$ cat src/rtl/alu_arbiter.sv
// rtl/alu_arbiter.sv - round-robin arbiter sharing one fixed-latency ALU among requesters
module alu_arbiter #(
  parameter int NUM_REQ = 4,
  parameter int DATA_W  = 32,
  parameter int ALU_LAT = 1
) (
  input  logic                      clk,
  input  logic                      rst_n,
  input  logic [NUM_REQ-1:0]        req_valid,
  output logic [NUM_REQ-1:0]        req_ready,
  input  logic [NUM_REQ*DATA_W-1:0] req_a,
  input  logic [NUM_REQ*DATA_W-1:0] req_b,
  input  logic [NUM_REQ*DATA_W-1:0] req_op,
  output logic [DATA_W-1:0]         alu_a,
  output logic [DATA_W-1:0]         alu_b,
  output logic [DATA_W-1:0]         alu_op,
  input  logic [DATA_W-1:0]         alu_result,
  output logic [NUM_REQ-1:0]        rsp_valid,
  input  logic [NUM_REQ-1:0]        rsp_ready,
  output logic [DATA_W-1:0]         rsp_result,
  output logic                      busy
);

  localparam int IDX_W = $clog2(NUM_REQ);
  localparam int LAT_W = 4;

  typedef enum logic [1:0] {IDLE, EXEC, RESP} state_t;

  state_t           state;
  logic [IDX_W-1:0] rr_ptr;
  logic [IDX_W-1:0] owner;
  logic [IDX_W-1:0] grant;
  logic             grant_vld;
  logic [LAT_W-1:0] lat_cnt;

  // Walk offsets from the far end back toward rr_ptr so the nearest valid requester wins.
  always_comb begin
    grant     = rr_ptr;
    grant_vld = 1'b0;
    for (int k = NUM_REQ - 1; k >= 0; k--) begin
      if (req_valid[(int'(rr_ptr) + k) % NUM_REQ]) begin
        grant     = IDX_W'((int'(rr_ptr) + k) % NUM_REQ);
        grant_vld = 1'b1;
      end
    end
  end

  always_comb begin
    req_ready = '0;
    if (state == IDLE && grant_vld) req_ready[grant] = 1'b1;
  end

  always_comb begin
    rsp_valid = '0;
    if (state == RESP) rsp_valid[owner] = 1'b1;
  end

  assign busy = (state != IDLE);

  always_ff @(posedge clk or negedge rst_n) begin
    if (!rst_n) begin
      state      <= IDLE;
      rr_ptr     <= '0;
      owner      <= '0;
      lat_cnt    <= '0;
      alu_a      <= '0;
      alu_b      <= '0;
      alu_op     <= '0;
      rsp_result <= '0;
    end else begin
      case (state)
        IDLE: begin
          if (grant_vld) begin
            alu_a   <= req_a[int'(grant)*DATA_W +: DATA_W];
            alu_b   <= req_b[int'(grant)*DATA_W +: DATA_W];
            alu_op  <= req_op[int'(grant)*DATA_W +: DATA_W];
            owner   <= grant;
            rr_ptr  <= IDX_W'((int'(grant) + 1) % NUM_REQ);
            lat_cnt <= LAT_W'(ALU_LAT - 1);
            state   <= EXEC;
          end
        end
        EXEC: begin
          if (lat_cnt == '0) begin
            rsp_result <= alu_result;
            state      <= RESP;
          end else begin
            lat_cnt <= lat_cnt - 1'b1;
          end
        end
        RESP: begin
          if (rsp_ready[owner]) state <= IDLE;
        end
        default: state <= IDLE;
      endcase
    end
  end

endmodule

$ cat config.mk
export PLATFORM = sky130hd
export DESIGN_NAME = alu_arbiter
export DESIGN_NICKNAME = d
export VERILOG_FILES = /design/src/rtl/alu_arbiter.sv
export SDC_FILE = /design/constraint.sdc
export NUM_CORES = 1
export LEC_CHECK = 0
export BUFFER_PORTS_ARGS = -buffer_cell sky130_fd_sc_hd__buf_2
export CAP_MARGIN = 20
export CORE_AREA = 2 2 216 218
export DETAILED_ROUTE_END_ITERATION = 8
export DIE_AREA = 0 0 218 220
export GPL_ROUTABILITY_DRIVEN = 0
export GPL_TIMING_DRIVEN = 0
export PLACE_DENSITY = 0.45
export SLEW_MARGIN = 20
export SYNTH_ARGS = -nofsm -noshare
export SYNTH_HDL_FRONTEND = slang
export SYNTH_SLANG_ARGS = --single-unit
$ cat constraint.sdc
create_clock -name clk -period 2.9 [get_ports clk]
set_input_delay 0.58 -clock clk [delete_from_list [all_inputs] [get_ports clk]]
set_output_delay 0.58 -clock clk [all_outputs]
set_load 0.03 [all_outputs]
======== Yosys cells after proc, flatten, opt, wreduce, memory -nomap -nowiden ========
Cells that the tools add are included.
storage, ports and cells
  register bits after elaboration ......... 138
  input port bits ......................... 426
operators by class
  $add $sub $neg .......................... 5
  order comparisons ....................... 8
  eq/ne operators ......................... 6
  shift-type cells ........................ 3
  mux-type cells .......................... 34
  bitwise logic cells ..................... 3
  reduce and logical (&&, ||, !) cells .... 14
operator list
  cell                                                               count
  indexed part select 128 x 8 -> 32 bit                              3
  2-to-1 mux 4 bit                                                   4
  2-to-1 mux 1 bit                                                   14
  2-to-1 mux 2 bit                                                   7
  less-than comparator 3 x 4 -> 1 bit, second input constant         3
  binary-select mux 1 bit (select 2 bit)                             5
  less-than comparator 2 x 3 -> 1 bit, second input constant         3
  one-hot mux 4 bit (2 select lines)                                 1
  inequality test 2 bit, second input constant                       3
  one-hot mux 2 bit (3 select lines)                                 1
  AND reduction 3 bit                                                2
  OR reduction 2 bit                                                 3
  adder 2 x 1 -> 2 bit, second input constant                        2
  adder 2 bit, second input constant                                 2
  demux 1 bit (select 2 bit)                                         2
  greater-or-equal comparator 2 x 1 -> 1 bit, second input constant  2
  logical NOT 4 bit                                                  1
  AND reduction 2 bit                                                2
  nonzero test 2 bit                                                 2
  subtractor 4 x 1 -> 4 bit, second input constant                   1
  bitwise AND 1 bit, first input constant                            3
  logical AND 1 bit                                                  3
  == test 2 x 1 -> 1 bit, second input constant                      1
  == test 2 bit, second input constant                               1
  other kinds (2)                                                    2

======== Depth between registers and ports, before layout ========
  word-level depth ........................ 15
  gate-level depth with buffers ........... 9
  mapped depth without buffers ............ 7

======== Worst setup path after synthesis ========
Ideal clock, no wire load.
  path type ............................... input port to output port
  start ................................... input req_valid[0]
  end ..................................... output req_ready[2]
  arrival ................................. 2.259 ns
  required time ........................... 2.320 ns
  setup slack ............................. 0.061 ns
  stages on the path ...................... 7
  path through ............................ nor2b_1 -> a2111oi_4 -> nand2b_1 -> nand2_2 -> buf_2 -> buf_2 -> nor2_1
on the way
  longest elaborated chain between the ends .. 12
ends and longest elaborated chain
  item                                                                                                                     line  RTL
  from (decl)                                                                                                              9     input logic [NUM_REQ-1:0] req_valid,
  binary-select mux 1 bit (select 2 bit)                                                                                   41    if (req_valid[(int'(rr_ptr) + k) % NUM_REQ]) begin
  2-to-1 mux 1 bit (implied by the code) (2 in a row)                                                                      41
  2-to-1 mux 2 bit (4 in a row)                                                                                            41
  less-than comparator 2 x 3 -> 1 bit (implied by the code) or greater-or-equal comparator 2 x 1 -> 1 bit (tied branches)  50    if (state == IDLE && grant_vld) req_ready[grant] = 1'b1;
  logical AND 1 bit (implied by the code)                                                                                  50
  2-to-1 mux 1 bit (implied by the code)                                                                                   50
  demux 1 bit (select 2 bit)                                                                                               50
  2-to-1 mux 4 bit (*)                                                                                                     50
  to (decl)                                                                                                                10    output logic [NUM_REQ-1:0] req_ready,
Every way passes the cells marked *; elsewhere a longest branch is shown, timed or not. The select of a mux whose other input is x is not followed.

======== Worst setup path in the final report ========
  start ................................... register rr_ptr[0]
  end ..................................... output req_ready[0]
on the way
  longest elaborated chain between the ends .. 13
ends and longest elaborated chain
  item                                                                                                                     line    RTL
  from (decl)                                                                                                              30      logic [IDX_W-1:0] rr_ptr;
  from (signal assigned)                                                                                                   78      rr_ptr <= IDX_W'((int'(grant) + 1) % NUM_REQ);
  adder 2 bit                                                                                                              41, 42
  binary-select mux 1 bit (select 2 bit)                                                                                   41
  2-to-1 mux 1 bit (implied by the code) (2 in a row)                                                                      41
  2-to-1 mux 2 bit (4 in a row)                                                                                            41
  less-than comparator 2 x 3 -> 1 bit (implied by the code) or greater-or-equal comparator 2 x 1 -> 1 bit (tied branches)  50
  logical AND 1 bit (implied by the code)                                                                                  50
  2-to-1 mux 1 bit (implied by the code)                                                                                   50
  demux 1 bit (select 2 bit)                                                                                               50
  2-to-1 mux 4 bit (*)                                                                                                     50
Marked as above.

==> flow_summary.ini <==
[power]
power_leakage_uw = 0.00655
max-vdd-ir-drop_v = 0.000553
p_total_uw = 14900
power.density_nw_per_um2 = 1090

[timing]
maxSlewHeadroom = 0.446
fin_crit_ns = 2.79
fmax_mhz = 358
worst_pin_slew_ns = 0.831
hold_violations = 0
finalClockSkew_ns = 0.0169
setup_viol = 0
slew_viol_final = 0
grt_setup_unrepaired = yes
period_share = 0.963

[cells_and_area]
drive_gt1_frac = 0.512
utilization = 0.298
area.growth.synth_to_final_pct = 48.3
final_cell_area_um2 = 13700
multi_input_area_um2 = 5060
finalNetCount = 1925
ff_latch_area_um2 = 3460
fill_cells = 5008

[die]
die_area_um2 = 48000
core_um2 = 45900
start_util = 0.201
std_cell_rows = 79
ios = 563
die_h_um = 220
die_x_um = 218

[routing]
drc_errors = 0
routed_wl_um = 43200
wl_per_cell_um = 20.4
first_pass_iters = 5
postRouteAntennaNets = 0
viasPerCell = 4.62
drt_iter0_drc = 493
via_count = 9804

[synthesis]
synthXorXnorAreaFrac = 0.00285
synth_enable_flop_cells = 0
ys_seq_area_frac = 0.375
synth_area_per_cell_um2 = 10.2
ys_warn_count = 0
synth_adder_area_share = 0.00136
synth_top_family_by_area = compound AO/OA/AOI/OAI gates
synthSimpleGateAreaFrac = 0.0898
yosys.cell_count.top_type = dfrtp_1
synthesis.nets = 1332
synthMuxAreaShare = 0.159
synth_area_um2 = 9210
synth-async-reset-ratio = 1.00
synth_common_cells = 138 x dfrtp_1, 126 x mux2_2, 99 x inv_1, 99 x nand2b_1, 97 x o211a_1
ys_ff_latch = 138
ys.flop_type = dfrtp_1
yosysUniqueCellTypes = 40
yosysTopAreaCellShare = 0.375
synth_top_area_cell = dfrtp_1
synthCells = 905
synth_area_leaders = dfrtp_1 37%, mux2_2 15%, o211a_1 11%, o2111ai_1 9.1%, o211ai_1 7.8%
synth-compound-area-share = 0.287

[grt]
grt_busiest_layer = met2
grt_pass1_vias = 9924
use_met2 = 0.306
gr-usage-met3 = 0.0467
grt_max_degree = 72
met1_usage = 0.209
grt_usage = 0.176
grt_pass1_wl_um = 61700
gr-total-overflow = 0
antenna_found_initial = 2

[clocking]
h-tree-depth = 4
clk_latency_ns = 0.49
clock-sinks = 138
tritoncts = yes
clk_pin_slew_ns = 0.06
cts-root-buf = clkbuf_16
cts_buffers = 17
clockBufferDepth = 2

[worst_setup_path]
worstPathMaxFanout = 10
critPathCaptureType = primary output
path_class = flip-flop to primary output
worstSetupStartpointType = flip-flop
cp.required_ns = 2.32
critPathArrivalTime_ns = 2.21

[placed_design]
hpwl_um = 34400
placed_cell_area_um2 = 12800
portBuffers = 561

[job]
cap_violations = 0

[outcome]
outcome = finished clean

[hold_path]
min_path_type = input port to async pin
[stage by stage]
stage / setup TNS (ns) / std cells / setup WS (ns) / hold WS (ns)
after floorplan: 0 / 905 / 0.0610 / 0.284
after global placement: -194.68 / 2073 / -1.19 / 0.484
after detailed placement: -36.15 / 2074 / -0.866 / 0.489
after CTS: -0.0335 / 2112 / -0.0335 / 0.0265
after global routing: -0.0285 / 2118 / -0.0149 / 0.0410
final: 0 / 2120 / 0.108 / 0.00683
[per-layer routing]
layer / share of wire / wire (um) / up-vias
li1: - / - / 4604
met1: 0.42 / 18000 / 4772
met2: 0.50 / 21700 / 386
met3: 0.064 / 2750 / 40
met4: 0.018 / 765 / 2
met5: 0.00025 / 11 / -
[cells by family (layout without fill, tap and decap cells)]
kind of cell | count (synthesis) | in the layout
other | 0 | 2
DFF | 138 | 138
buffers and inverters | 198 | 804
AOI/OAI and AO/OA | 301 | 301
muxes | 129 | 129
adders and majority gates | 1 | 1
and+or+nand+nor | 135 | 135
xor gates and xnor gates | 3 | 3
[timing repair]
item	CTS	global route
resized for setup	32	6
buffers inserted	10	6
pin swaps	3	1
endpoints found under the hold margin	0	0
hold buffers	0	0
endpoints found under the setup margin	50	37
[worst max-delay path, cell delays in order, from the launching register on]
cell	delay (ns)
dfrtp_1	0.42
nor2b_4	0.15
a2bb2oi_4	0.15
buf_4	0.14
o211a_1	0.24
buf_12	0.14
buf_6	0.14
nor3_2	0.17
buf_4	0.19
[cell usage in the layout (no fill, tap or decap), types with 2 or more instances in the layout]
| cell | n |
|---|---|
| buf_2 | 568 |
| dfrtp_1 | 136 |
| mux2_2 | 126 |
| inv_1 | 99 |
| nand2b_1 | 98 |
| o211a_1 | 97 |
| o211ai_1 | 96 |
| o2111ai_1 | 96 |
| clkbuf_1 | 69 |
| buf_4 | 18 |
| clkbuf_16 | 17 |
| nor2_1 | 8 |
| buf_1 | 6 |
| inv_6 | 6 |
| nand2_1 | 5 |
| buf_12 | 5 |
| o21ai_0 | 5 |
| clkinvlp_4 | 5 |
| buf_6 | 4 |
| nor3b_1 | 3 |
| xnor2_1 | 3 |
| inv_8 | 3 |
| diode_2 | 2 |
| nor2b_1 | 2 |
| nor3_1 | 2 |
| nor3_2 | 2 |
| mux2_1 | 2 |
| dfrtp_2 | 2 |
[flip-flops by register name, indices dropped and copies added, names as in the netlist]
| signal | cells |
|---|---|
| alu_a | 32 |
| alu_b | 32 |
| alu_op | 32 |
| lat_cnt | 4 |
| owner | 2 |
| rr_ptr | 2 |
| rsp_result | 32 |
| state | 2 |
[layout make-up]
cell class              count  share of cell area
diodes                      2            0.000366
plain buffers              95              0.0323
clock buffers              17              0.0311
clock inverters            15             0.00971
inverters                  99              0.0272
multi-input cells         569               0.370
flip-flops and latches    138               0.253
well taps                 607              0.0556
repair buffers            578               0.220
[power by group]
part	internal, uW	switching, uW
clock	1120	1050
combinational	3600	5700
sequential	2930	545
total	7650	7290
[worst paths after layout]
path,start,endpoint,slack [ns],cells past startpoint
setup reg to reg,rr_ptr[0]$_DFFE_PN0P_,alu_a[13]$_DFFE_PN0P_,0.27,8
max in group asynchronous,rst_n,rr_ptr[1]$_DFFE_PN0P_,2.04,2
hold / removal,rst_n,alu_a[28]$_DFFE_PN0P_,0.007,1
hold reg to reg,rsp_result[16]$_DFFE_PN0P_,rsp_result[16]$_DFFE_PN0P_,0.50,1
setup / recovery,rr_ptr[0]$_DFFE_PN0P_,req_ready[0],0.11,8
min in group clk,alu_result[20],rsp_result[20]$_DFFE_PN0P_,0.31,2
(Power assumes the default switching activity.)
